`src/rtl/bar_addr_decoder.sv`:
```
// bar_addr_decoder: snapshots six BARs and decodes request addresses into BAR index and offset over a 2-stage valid/ready pipe.
// Optional BAR_DECODE_MISS_COUNT_EN adds a saturating, clearable 16-bit miss counter.
module bar_addr_decoder #(
  parameter int BAR0_SIZE_BITS = 12,
  parameter int BAR1_SIZE_BITS = 12,
  parameter int BAR2_SIZE_BITS = 12,
  parameter int BAR3_SIZE_BITS = 12,
  parameter int BAR4_SIZE_BITS = 12,
  parameter int BAR5_SIZE_BITS = 12
) (
  input  logic        clk,
  input  logic        rst,
  input  logic        i_cfg_finished,
  input  logic [31:0] i_bar_addr0,
  input  logic [31:0] i_bar_addr1,
  input  logic [31:0] i_bar_addr2,
  input  logic [31:0] i_bar_addr3,
  input  logic [31:0] i_bar_addr4,
  input  logic [31:0] i_bar_addr5,
  output logic        o_bars_loaded,
  input  logic        i_req_valid,
  output logic        o_req_ready,
  input  logic [31:0] i_req_addr,
  input  logic        i_req_is_io,
  output logic        o_hit_valid,
  input  logic        i_hit_ready,
  output logic [2:0]  o_hit_bar,
  output logic        o_hit_miss,
  output logic [31:0] o_hit_offset
`ifdef BAR_DECODE_MISS_COUNT_EN
  ,
  input  logic        i_miss_count_clear,
  output logic [15:0] o_miss_count
`endif
);
  localparam int SZ [6] = '{BAR0_SIZE_BITS, BAR1_SIZE_BITS, BAR2_SIZE_BITS,
                            BAR3_SIZE_BITS, BAR4_SIZE_BITS, BAR5_SIZE_BITS};
  logic [31:0] bar_in [6];
  logic [31:0] snap [6];
  logic [31:0] off [6];
  logic [5:0]  hit;
  logic        fin_q;
  logic        s1_valid;
  logic        s1_io;
  logic [31:0] s1_addr;
  logic        advance;
  logic [2:0]  d_bar;
  logic        d_miss;
  logic [31:0] d_off;
  assign bar_in[0] = i_bar_addr0;
  assign bar_in[1] = i_bar_addr1;
  assign bar_in[2] = i_bar_addr2;
  assign bar_in[3] = i_bar_addr3;
  assign bar_in[4] = i_bar_addr4;
  assign bar_in[5] = i_bar_addr5;
  assign advance = !o_hit_valid || i_hit_ready;
  assign o_req_ready = !s1_valid || advance;
  // Snapshot only on a rising edge of the finished level, so a held level never reloads.
  always_ff @(posedge clk or negedge rst) begin
    if (!rst) begin
      fin_q <= 1'b0;
      o_bars_loaded <= 1'b0;
      for (int i = 0; i < 6; i++) snap[i] <= '0;
    end else begin
      fin_q <= i_cfg_finished;
      if (i_cfg_finished && !fin_q) begin
        o_bars_loaded <= 1'b1;
        for (int i = 0; i < 6; i++) snap[i] <= bar_in[i];
      end
    end
  end
  for (genvar g = 0; g < 6; g++) begin : g_bar
    localparam logic [31:0] HI = 32'hFFFF_FFFF << SZ[g];
    logic [31:0] base;
    assign base = {snap[g][31:4], 4'h0};
    assign hit[g] = (base != '0) && (snap[g][0] == s1_io) && (((s1_addr ^ base) & HI) == '0);
    assign off[g] = s1_addr & ~HI;
  end
  // Scan high to low so the lowest-index hit overrides.
  always_comb begin
    d_bar = 3'd7;
    d_off = s1_addr;
    for (int i = 5; i >= 0; i--) begin
      if (o_bars_loaded && hit[i]) begin
        d_bar = 3'(i);
        d_off = off[i];
      end
    end
    d_miss = d_bar == 3'd7;
  end
  always_ff @(posedge clk or negedge rst) begin
    if (!rst) begin
      s1_valid <= 1'b0;
      s1_addr <= '0;
      s1_io <= 1'b0;
    end else if (o_req_ready) begin
      s1_valid <= i_req_valid;
      if (i_req_valid) begin
        s1_addr <= i_req_addr;
        s1_io <= i_req_is_io;
      end
    end
  end
  always_ff @(posedge clk or negedge rst) begin
    if (!rst) begin
      o_hit_valid <= 1'b0;
      o_hit_bar <= 3'd7;
      o_hit_miss <= 1'b1;
      o_hit_offset <= '0;
    end else if (advance) begin
      o_hit_valid <= s1_valid;
      if (s1_valid) begin
        o_hit_bar <= d_bar;
        o_hit_miss <= d_miss;
        o_hit_offset <= d_off;
      end
    end
  end
`ifdef BAR_DECODE_MISS_COUNT_EN
  always_ff @(posedge clk or negedge rst) begin
    if (!rst) o_miss_count <= '0;
    else if (i_miss_count_clear) o_miss_count <= '0;
    else if (advance && s1_valid && d_miss && o_miss_count != 16'hFFFF) o_miss_count <= o_miss_count + 16'd1;
  end
`endif
endmodule
```
`config.mk`:
```
export PLATFORM = sky130hd
export DESIGN_NAME = bar_addr_decoder
export DESIGN_NICKNAME = d
export VERILOG_FILES = /design/src/rtl/bar_addr_decoder.sv
export SDC_FILE = /design/constraint.sdc
export NUM_CORES = 1
export LEC_CHECK = 0
export CORE_MARGIN = 2
export CORE_UTILIZATION = 35
export DETAILED_ROUTE_END_ITERATION = 8
export GPL_TIMING_DRIVEN = 0
export HOLD_SLACK_MARGIN = 0.1
export REMOVE_ABC_BUFFERS = 1
export SLEW_MARGIN = 20
export SYNTH_ARGS = -nofsm -noshare
export SYNTH_HDL_FRONTEND = slang
export SYNTH_SLANG_ARGS = --single-unit
```
`constraint.sdc`:
```
create_clock -name clk -period 2.62 [get_ports clk]
set_input_delay 0.393 -clock clk [delete_from_list [all_inputs] [get_ports clk]]
set_output_delay 0.393 -clock clk [all_outputs]
set_load 0.01 [all_outputs]
```
Word level (Yosys, flattened, before mapping). Index checks and enable logic that the tools add are counted.

Input port bits: 230. Word-level logic and storage cells: 78. Flip-flop bits (word level): 265. Output and inout bits: 39.

Equality and inequality tests: 7. Bitwise gates (word level): 6. Reductions and logical operators: 38. Mux-type cells: 12.

Operators with widths (count): $logic_not A32 Y1 (6); $mux W32 (6); $reduce_bool A32 Y1 (6); $xor A32 B32 Y32 (6); $logic_and A1 B1 Y1 (19); $mux W3 (4); $eq A1 B1 Y1 (6); $mux W2 (2); $reduce_and A2 Y1 (2); $eq A3 B3 Y1 const B (1); $logic_not A1 Y1 (3); $logic_or A1 B1 Y1 (2).

Longest topological paths before layout.
Depth after elaboration: 11. Depth in mapped cells: 8. Gate-level depth less buffers: 6.

Worst setup path after synthesis. Ideal clock, no wire load.

Path kind: flip-flop to flip-flop. Start: register s1_addr[30]. End: register o_hit_offset[23]. Period minus slack after synthesis: 1958 ps. Setup time: 126 ps. Cell stages (with the launch flop): 9. Path slack: 662 ps. Required time: 2494 ps. Buffers on the path: 2. Arrival time: 1833 ps. Path through: dfrtp_1 > buf_6 > xor2_1 > nor4_1 > nand4_1 > or4_4 > nand4_2 > buf_12 > o31ai_2.

Longest elaborated chain between the ends: 10. Elaborated cells on any way between the ends: 30. Those cells by class: 6 x mux; 6 x bitwise; 18 x reduce/logical.

RTL lines: start, declared (line 45) `logic [31:0] s1_addr;`; start signal, assigned (line 99) `s1_addr <= i_req_addr;`; $xor A32 B32 Y32 (line 76) `assign hit[g] = (base != '0) && (snap[g][0] == s1_io) && (((s1_addr ^ base) & HI) == '0);`; $logic_not A32 Y1 (line 76); $logic_and A1 B1 Y1 (line 76); $logic_and A1 B1 Y1 (line 84) `if (o_bars_loaded && hit[i]) begin`; $mux W32 (5 in series) (line 84); $mux W32 * (line 84); end signal, assigned (line 115) `o_hit_offset <= d_off;`; end, declared (line 29) `output logic [31:0] o_hit_offset`.

Mark *: on every way between the ends. The rest lies on a longest branch, timed or not. A chain may end at the register's enable or synchronous reset.

Worst setup path after layout.
Start: register s1_addr[30]. End: register o_hit_offset[12].

The elaborated chain is that of the path after synthesis.

==> metrics.txt <==
cell count after synthesis=831; HP Class=input pin to flop; Slew HR=53.7%; Area growth, synth to finish=35.6%; top_reg_cell synth=dfrtp_1; Critical Path RT=roughly 3000 ps; post-DR wirelength/cell=between 20 and 25 um; Final Wtd Congestion=0.757; Leak=around 6 nW; gr ovfl total=0; total power=approximately 11 mW; post-route cell area=~15,000 um^2; Crit. End Element=flop; vias in the first global route=between 7,000 and 8,000; die area=roughly 34,000 um^2; setup bufs post-CTS=0; share of the synthesized area in the top cell type=between 50% and 60%; post-synth cell types=34; Starting Density=35.6%; clock skew=9.38 ps; slowest stage delay, CP=660 ps; ant diodes=0; Worst EP arrival=approximately 2900 ps; most area-consuming cells after synthesis=dfrtp_1 (54%), mux2_2 (22%), xnor2_1 (5.6%), xor2_1 (4.2%), nor4_1 (3.3%); IO Port Bufs=250; minimum hold slack=around 320 ps; TritonCTS clock tree=done; clk sinks=roughly 250; Fmax=0.410 GHz; Placed Area=around 14,000 um^2; total global routing track utilization=about a fifth; final setup TNS=0 ps; ANT nets after route=0; cell area after synthesis=~11,000 um^2; nets=between 1,000 and 1,500; CP max-delay cell=dfrtp_2; worst reg-to-reg setup slack=roughly 180 ps; Yosys top cell by area=dfrtp_1; DRC=0; detailed-route via count=roughly 7,400; Power Density=between 700 and 800 nW/um^2; max-slew violations=0; initial antenna violation count=2; pin slew with the least headroom to its limit=about 690 ps; Max Root-Sink Buffers=3; clock root buffer=clkbuf_16; vias per cell=slightly below 5; final core occ=between 40% and 50%; synthesized area per cell=13.6 um^2; Max VDD drop=between 0.4 and 0.5 mV; status=finished clean; fin crit period=between 2000 and 2500 ps; startpoint types=flop; Clock Latency Late Sink=between 500 and 600 ps; # H-tree levels=1; io pins=269; share of layout cells above drive strength 1=30.5%; area of the core=31,600 um^2; CTS Buf Count=29; Final Hold Fails=0; Max Cap Violations=0; Fillers=about 2,800; Chip Width=183 um; Seq/Total Area, Yosys=approximately 55%; worst setup path class=flop to flop; Tcrit/Tclk final=between 90% and 100%; Post-synth EDFFs=0; largest net degree at the start of global routing=just over 80; FP Rows=65; final HPWL from detailed placement=between 20 and 25 mm; FFs w/ async S/R, synth=100%; synthesis-stage register bit count=~250; first-pass GRT wire length=around 49 mm; DRT Pass-1 Iters=4; Die Y=183 um; RSZ-0062 raised after global routing=no; synth warn=0; final setup violation count=0; Reg clk slew, reported paths=approximately 60 ps; drt initial violations=just over 400; Total Wirelength=33.0 mm; CP cell instances=xnor2_1 -> nand4_1 -> nor4_2 -> a22oi_2 -> nand3_4 -> o31ai_1; CP max FO=11
[layout make-up]
cell class | count | area (um^2) | area share [%]
clock buffer | 42 | 845 | 5.53
clock inverter | 9 | 48.8 | 0.319
inverter | 21 | 78.8 | 0.516
multi-input combinational | 513 | 4800 | 31.4
sequential | 247 | 6210 | 40.6
tap | 402 | 503 | 3.29
timing repair buffer | 263 | 2800 | 18.3
[flip-flops by register name, indices dropped and copies added (netlist names)]
register and cells:
s1_valid 1, o_hit_miss 1, s1_io 1, fin_q 1, o_hit_bar 3, o_hit_valid 1
o_bars_loaded 1, o_hit_offset 32, g_bar.base 168, snap 6, s1_addr 32
[Yosys cell counts, types with 3 or more instances]
cell type and n:
dfrtp_1 243, mux2_2 219, xnor2_1 72, nor4_1 59
xor2_1 54, nand2_1 27, nand4_1 25, clkbuf_1 22
inv_1 21, o31ai_2 19, buf_2 15, nand3_1 8
buf_6 7, buf_1 5, dfstp_2 4, nor2_1 4
nand2b_1 3, o2111ai_1 3
[stage by stage]
step,setup slack (ps),instances
detailed placement,-606,1443
finish,180,1497
CTS,17.8,1496
floorplan,-6450,779
global route,54.2,1497
global placement,-11240,1431
[cell families (layout without fill, tap and decap cells)]
family / count (synthesis) / count (layout) / share of synthesized area [%]
AOI/OAI and AO/OA: 30 / 30 / 2.99
DFF: 247 / 247 / 54.9
xor gates and xnor gates: 126 / 126 / 9.79
and+or+nand+nor: 135 / 137 / 6.95
buffers and inverters: 73 / 335 / 3.39
muxes: 220 / 220 / 22.0
[worst max-delay path, delay by kind of cell, from the launching register on]
kind / cells / cell delay (ps)
and+or+nand+nor: 3 / 1080
xor gates and xnor gates: 1 / 170
AOI/OAI and AO/OA: 2 / 400
DFF: 1 / 660
[cell usage in the layout (no fill, tap or decap), types with 4 or more instances in the layout]
master,n
mux2_2,219
nand3_1,7
dfstp_2,4
clkbuf_16,29
o31ai_2,19
dfrtp_2,17
clkdlybuf4s50_1,249
nand2_1,25
buf_16,6
clkinv_2,8
buf_12,6
dfrtp_1,226
xor2_1,54
nor2_1,4
clkbuf_1,6
clkbuf_8,7
inv_1,21
nand4_1,25
xnor2_1,72
nor4_1,58
[metal layers]
layer | global-route usage, % | wire length (um) | share of wire, % | up-vias
met5 | 0 | 16 | 0.049 | -
li1 | - | - | - | 3465
met2 | 32.1 | 15300 | 46 | 233
met4 | 4.19 | 733 | 2.2 | 2
met3 | 4.00 | 2310 | 7.0 | 48
met1 | 26.6 | 14600 | 44 | 3679
[path summary, 6_finish.rpt]
kind / startpoint / cells past startpoint / to
worst max-delay path: s1_addr[30] / 6 / o_hit_offset[12]
worst min-delay path: i_cfg_finished / 1 / fin_q
worst max register to register: s1_addr[30] / 6 / o_hit_offset[12]
worst min register to register: o_hit_miss / 2 / o_hit_miss
max in group asynchronous: rst / 4 / g_bar[3].base[20]
min in group asynchronous: rst / 2 / s1_addr[1]
[where the power goes]
part	total [mW]	switching, mW	internal [mW]	leakage, nW
logic	2.14	0.761	1.38	2.72
clock network	3.80	1.58	2.21	0.451
registers	5.19	0.762	4.42	2.88
[what timing repair did]
| action | 4_1_cts | 5_1_grt |
|---|---|---|
| pin swaps | 1 | 0 |
| setup endpoints to repair | 24 | 22 |
| hold buffers | 1 | 0 |
| resized for setup | 18 | 7 |
| gates cloned | 1 | 1 |
| hold endpoints to repair | 49 | 0 |
Power figures use the tool's default switching activity.
